$ cat config.mk
export PLATFORM = sky130hd
export DESIGN_NAME = bram_byte_en_requester
export DESIGN_NICKNAME = d
export VERILOG_FILES = /design/src/rtl/bram_byte_en_requester_pkg.sv /design/src/rtl/bram_byte_en_requester_load_align_extend.sv /design/src/rtl/bram_byte_en_requester.sv
export SDC_FILE = /design/constraint.sdc
export NUM_CORES = 1
export LEC_CHECK = 0
export ABC_AREA = 0
export BUFFER_PORTS_ARGS = -buffer_cell sky130_fd_sc_hd__buf_2
export CORE_UTILIZATION = 46
export DETAILED_ROUTE_END_ITERATION = 10
export PLACE_DENSITY = 0.95
export REMOVE_ABC_BUFFERS = 1
export SLEW_MARGIN = 25
export SYNTH_ARGS = -nofsm -noshare
export SYNTH_HDL_FRONTEND = slang
export SYNTH_SLANG_ARGS = --single-unit
$ cat constraint.sdc
create_clock -name clock -period 3.41 [get_ports clock]
set_input_delay 0.8525 -clock clock [delete_from_list [all_inputs] [get_ports clock]]
set_output_delay 0.8525 -clock clock [all_outputs]
set_load 0.01 [all_outputs]
$ cat src/rtl/bram_byte_en_requester_pkg.sv
// Shared definitions for the byte-enabled BRAM requester.
// Contents:
//   size_e     - request size codes (byte / half / word / reserved)
//   state_e    - requester FSM state encodings
//   eff_offset - byte-lane offset actually used for a given size
package bram_byte_en_requester_pkg;

  typedef enum logic [1:0] {
    SZ_BYTE = 2'd0,
    SZ_HALF = 2'd1,
    SZ_WORD = 2'd2,
    SZ_RSVD = 2'd3
  } size_e;

  typedef enum logic [1:0] {
    ST_IDLE    = 2'd0,
    ST_RD_WAIT = 2'd1,
    ST_RESP    = 2'd2
  } state_e;

  // Halves are forced onto an even lane and words onto lane 0, so low
  // address bits that do not fit the access size are simply ignored.
  function automatic logic [1:0] eff_offset(input logic [1:0] size, input logic [1:0] off);
    case (size)
      SZ_BYTE: eff_offset = off;
      SZ_HALF: eff_offset = {off[1], 1'b0};
      default: eff_offset = 2'b00;
    endcase
  endfunction

endpackage

$ cat src/rtl/bram_byte_en_requester_load_align_extend.sv
// Combinational load formatter: moves the addressed lane(s) of a BRAM
// word down to bit 0, masks to the access size and sign/zero extends.
// Ports:
//   read_data   in  32  raw BRAM word
//   offset      in  2   byte offset from the request address
//   size        in  2   size code (reserved behaves as word)
//   is_unsigned in  1   1 = zero-extend, 0 = sign-extend
//   rdata       out 32  formatted load result
module load_align_extend
  import bram_byte_en_requester_pkg::*;
(
  input  logic [31:0] read_data,
  input  logic [1:0]  offset,
  input  logic [1:0]  size,
  input  logic        is_unsigned,
  output logic [31:0] rdata
);

  logic [31:0] shifted;

  always_comb begin
    shifted = read_data >> {eff_offset(size, offset), 3'b000};
    rdata   = shifted;
    case (size)
      SZ_BYTE: rdata = {{24{~is_unsigned & shifted[7]}}, shifted[7:0]};
      SZ_HALF: rdata = {{16{~is_unsigned & shifted[15]}}, shifted[15:0]};
      default: rdata = shifted;
    endcase
  end

endmodule

$ cat src/rtl/bram_byte_en_requester.sv
// Initiator-side front end for a byte-enabled BRAM. Takes sub-word
// load/store requests from a core, drives the BRAM ports in the accept
// cycle, captures the one-cycle-latency read data and returns formatted
// load data on a valid/ready response channel. One request in flight.
// Optional feature: define MISALIGN_CHECK_EN to reject misaligned halves,
// misaligned words and the reserved size with resp_error and no BRAM access.
// Ports:
//   clock, reset (async, active-high)
//   req_valid/req_ready, req_write, req_size, req_unsigned, req_addr, req_wdata
//   resp_valid/resp_ready, resp_rdata, resp_error
//   bram_readEnable, bram_readAddress, bram_readData
//   bram_writeEnable, bram_writeByteEnable, bram_writeAddress, bram_writeData
module bram_byte_en_requester
  import bram_byte_en_requester_pkg::*;
#(
  parameter int CORE       = 0,
  parameter int ADDR_WIDTH = 8,
  parameter int DATA_WIDTH = 32
) (
  input  logic                  clock,
  input  logic                  reset,
  input  logic                  req_valid,
  output logic                  req_ready,
  input  logic                  req_write,
  input  logic [1:0]            req_size,
  input  logic                  req_unsigned,
  input  logic [ADDR_WIDTH+1:0] req_addr,
  input  logic [31:0]           req_wdata,
  output logic                  resp_valid,
  input  logic                  resp_ready,
  output logic [31:0]           resp_rdata,
  output logic                  resp_error,
  output logic                  bram_readEnable,
  output logic [ADDR_WIDTH-1:0] bram_readAddress,
  input  logic [31:0]           bram_readData,
  output logic                  bram_writeEnable,
  output logic [3:0]            bram_writeByteEnable,
  output logic [ADDR_WIDTH-1:0] bram_writeAddress,
  output logic [31:0]           bram_writeData
);

  // Datapath is hard-wired to 32-bit words with four byte lanes.
  generate
    if (DATA_WIDTH != 32 || CORE < 0) begin : g_bad_config
      $error("bram_byte_en_requester: DATA_WIDTH must be 32 and CORE non-negative");
    end
  endgenerate

  state_e      state;
  state_e      state_next;
  logic [1:0]  ld_size;
  logic [1:0]  ld_off;
  logic        ld_unsigned;
  logic [31:0] rdata_q;
  logic        error_q;
  logic [31:0] load_result;
  logic [1:0]  off;
  logic        accept;
  logic        misaligned;
  logic [3:0]  lane_mask;

  assign off    = req_addr[1:0];
  assign accept = (state == ST_IDLE) && req_valid;

`ifdef MISALIGN_CHECK_EN
  assign misaligned = ((req_size == SZ_HALF) && off[0]) ||
                      ((req_size == SZ_WORD) && (off != 2'b00)) ||
                      (req_size == SZ_RSVD);
`else
  assign misaligned = 1'b0;
`endif

  assign req_ready  = (state == ST_IDLE);
  assign resp_valid = (state == ST_RESP);
  assign resp_rdata = rdata_q;
  assign resp_error = error_q;

  // Next state: rejected requests and stores respond straight away, loads
  // spend one cycle waiting for the BRAM read data.
  always_comb begin
    state_next = state;
    case (state)
      ST_IDLE: begin
        if (req_valid) begin
          if (misaligned || req_write) state_next = ST_RESP;
          else                         state_next = ST_RD_WAIT;
        end
      end
      ST_RD_WAIT: state_next = ST_RESP;
      ST_RESP:    if (resp_ready) state_next = ST_IDLE;
      default:    state_next = ST_IDLE;
    endcase
  end

  // BRAM strobes exist only in the accept cycle; byte enables follow the
  // write strobe so the port is fully quiet otherwise.
  always_comb begin
    bram_readEnable   = accept && !req_write && !misaligned;
    bram_writeEnable  = accept && req_write && !misaligned;
    bram_readAddress  = req_addr[ADDR_WIDTH+1:2];
    bram_writeAddress = req_addr[ADDR_WIDTH+1:2];
    lane_mask         = 4'b1111;
    bram_writeData    = req_wdata;
    case (req_size)
      SZ_BYTE: begin
        lane_mask      = 4'b0001 << off;
        bram_writeData = {4{req_wdata[7:0]}};
      end
      SZ_HALF: begin
        lane_mask      = 4'b0011 << {off[1], 1'b0};
        bram_writeData = {2{req_wdata[15:0]}};
      end
      default: begin
        lane_mask      = 4'b1111;
        bram_writeData = req_wdata;
      end
    endcase
    bram_writeByteEnable = bram_writeEnable ? lane_mask : 4'b0000;
  end

  load_align_extend u_align (
    .read_data   (bram_readData),
    .offset      (ld_off),
    .size        (ld_size),
    .is_unsigned (ld_unsigned),
    .rdata       (load_result)
  );

  // Load attributes are latched at accept because the core may change its
  // request lines while the read is in flight; the result register is
  // cleared at accept so stores and rejected requests return zero.
  always_ff @(posedge clock or posedge reset) begin
    if (reset) begin
      state       <= ST_IDLE;
      ld_size     <= 2'b00;
      ld_off      <= 2'b00;
      ld_unsigned <= 1'b0;
      rdata_q     <= 32'h0;
      error_q     <= 1'b0;
    end else begin
      state <= state_next;
      if (accept) begin
        ld_size     <= req_size;
        ld_off      <= off;
        ld_unsigned <= req_unsigned;
        rdata_q     <= 32'h0;
        error_q     <= misaligned;
      end else if (state == ST_RD_WAIT) begin
        rdata_q <= load_result;
      end
    end
  end

endmodule

==> impl_metrics.env <==
export IMPL_place_gp_congestion=0.807
export IMPL_cts_sinks=39
export IMPL_dieArea_um2=5890
export IMPL_cts_root_buf="clkbuf_8"
export IMPL_maxCapViolCount=0
export IMPL_initial_core_util=0.490
export IMPL_ff2ff_path_depth=4
export IMPL_leakage_nw=1.73
export IMPL_p_sw_frac=0.344
export IMPL_cts_tree="yes"
export IMPL_worstHoldStart="resp_rdata[7]$_DFFE_PP0P_"
export IMPL_synth_area_um2=2570
export IMPL_rsz0062_at_grt="false"
export IMPL_dpl_hpwl_mm=5.31
export IMPL_core_region_area_um2=5240
export IMPL_worst_slew_pin_slew_ns=0.881
export IMPL_layout_nets=446
export IMPL_endpoint_kind="primary output"
export IMPL_timing_final_crit_share=0.815
export IMPL_crit_fanout=28
export IMPL_synth_cell_types=31
export IMPL_synth_top_area_cell="dfrtp_1"
export IMPL_reg2reg_from="ld_size[1]$_DFFE_PP0P_"
export IMPL_startpoint="req_size[1]"
export IMPL_firstDrtPassIters=4
export IMPL_arrival_ns=1.93
export IMPL_synth_edf_count=0
export IMPL_yosysTopAreaCellShare=0.380
export IMPL_hp_class="register to register"
export IMPL_synthFlopType="dfrtp_1"
export IMPL_boundaryPins=171
export IMPL_clk_pin_slew_ns=0.07
export IMPL_instances_no_fill=435
export IMPL_post_cts_buffers=0
export IMPL_syn_inst=245
export IMPL_routed_wl_mm=6.88
export IMPL_grt_pass1_vias=2328
export IMPL_drtAntennaViolNets=0
export IMPL_setup_viol=0
export IMPL_combPwrFrac=0.389
export IMPL_cts_resized=0
export IMPL_outcome="finished clean"
export IMPL_r2r_slack_ns=1.22
export IMPL_port_buffers=145
export IMPL_vdd_drop_max_v=0.000201
export IMPL_maxSlewViolCount=0
export IMPL_synth_area_leaders="dfrtp_1 38%, mux2_2 13%, a22o_1 8.2%"
export IMPL_setup_tns_ns=0
export IMPL_reg2reg_to="resp_rdata[26]$_DFFE_PP0P_"
export IMPL_fmax_mhz=360
export IMPL_grt_use_total=0.246
export IMPL_ys_seq_area_frac=0.380
export IMPL_grt_start_max_net_pins=40
export IMPL_syn_avg_cell_area_um2=10.5
export IMPL_clock_skew_ns=0.00773
export IMPL_dp_cells=427
export IMPL_cts_buffer_depth=2
export IMPL_antennaDiodeCount=0
export IMPL_fillers=442
export IMPL_worstSetupStartpointType="input pin"
export IMPL_drive_gt1_frac=0.551
export IMPL_hold_end="resp_rdata[7]$_DFFE_PP0P_"
export IMPL_p_switching_uw=608
export IMPL_drt_wirelength_per_cell_um=15.8
export IMPL_dieHeight_um=76.7
export IMPL_clkPwrFrac=0.226
export IMPL_die_x_um=76.7
export IMPL_syn2layout_area_growth_pct=28.3
export IMPL_p_per_area_nw_per_um2=536
export IMPL_finalPower_mw=1.77
export IMPL_p_int_mw=1.16
export IMPL_synthArstFlopShare=1.00
export IMPL_hold_worst_slack_ns=0.488
export IMPL_vias=2371
export IMPL_yosysMostFrequentCell="dfrtp_1"
export IMPL_fin_area_um2=3300
export IMPL_clk_latency_ns=0.29
export IMPL_worst_ep_required_time_ns=2.56
export IMPL_drt_iter0_markers=118
export IMPL_overflow=0
export IMPL_synth_seq_cells=39
export IMPL_row_count=26
export IMPL_grt_pass1_wl_mm=11.4
export IMPL_hold_buffers=0
export IMPL_cts_buffers=5
export IMPL_routed_via_density=5.45
export IMPL_hold_viol_final=0
export IMPL_yosys_warnings=0
export IMPL_placed_area_um2=3180
export IMPL_drcViolationCount=0
export IMPL_seq_power_share=0.385
export IMPL_period_needed_ns=2.78
export IMPL_synth_common_cells="39 x dfrtp_1, 29 x mux2_2, 25 x buf_4, 24 x a22o_1, 21 x nand2b_1"
export IMPL_holdPathStages=2
export IMPL_cts_htree_levels=2
export IMPL_relSlewSlack=0.413
export IMPL_worst_setup_path_type="input pin to primary output"
export IMPL_antenna_found_initial=0
-- kinds of logic after synthesis --
family,Yosys count,share of synthesized area
AO/OA/AOI/OAI,65,0.178
buffers and inverters,45,0.107
flip-flops,39,0.380
multiplexers,44,0.220
other,1,0.00146
AND/OR/NAND/NOR,51,0.114
-- layout make-up --
| type | instances | area [um2] | share of cell area |
|---|---|---|---|
| clock buffer | 6 | 82.6 | 0.0250 |
| clock inverter | 2 | 35.0 | 0.0106 |
| inverter | 6 | 22.5 | 0.00683 |
| multi-input combinational | 161 | 1320 | 0.401 |
| sequential | 39 | 976 | 0.296 |
| tap | 70 | 87.6 | 0.0266 |
| timing repair buffer | 151 | 771 | 0.234 |
-- stage by stage --
stage                     setup WS (ns)  utilization
after floorplan                   0.909            -
after CTS                         0.636        0.629
final                             0.632        0.629
after global placement            0.678        0.607
after global routing              0.528        0.629
after detailed placement          0.638        0.607
-- layer usage --
layer,vias to the layer above,global-route usage,share of wire
met5,-,0,0
met3,11,0.0714,0.084
met4,0,0.0712,0.015
li1,1104,-,-
met2,141,0.428,0.51
met1,1115,0.292,0.39
-- layout by cell type, fill, tap and decap left out, types with 7 or more instances in the layout --
master    count
a21oi_1       7
dfrtp_1      39
a22oi_1       7
nand2_1      11
o21ai_0      20
buf_2       145
a22o_1       24
nand2b_1     21
mux4_2        7
mux2i_1       8
mux2_2       29
-- power groups by stage --
stage | Clock (mW) | Combinational (mW) | Sequential [mW]
after floorplan | 0 | 0.369 | 0.711
after global placement | 0 | 0.674 | 0.681
after detailed placement | 0 | 0.693 | 0.690
after CTS | 0.407 | 0.695 | 0.680
after global routing | 0.430 | 0.754 | 0.701
final | 0.399 | 0.689 | 0.681
-- flip-flops by register name, summed over array words and instances, names as in the netlist --
signal	count
resp_rdata	32
ld_off	2
ld_size	2
state	2
ld_unsigned	1
-- worst max-delay path by stage --
stage,end,slack (ns),depth (start not counted)
global route,bram_writeData[14],0.53,5
global placement,bram_writeData[12],0.68,5
detailed placement,bram_writeData[13],0.64,5
CTS,bram_writeData[12],0.64,5
finish,bram_writeData[13],0.63,5
floorplan,bram_writeData[10],0.91,2
-- worst max-delay path, cell delays in order --
cell	delay [ns]
buf_2	0.37
nor2_1	0.10
buf_4	0.19
mux2_2	0.27
buf_2	0.14
No activity file was read; power rests on OpenSTA's default activity.
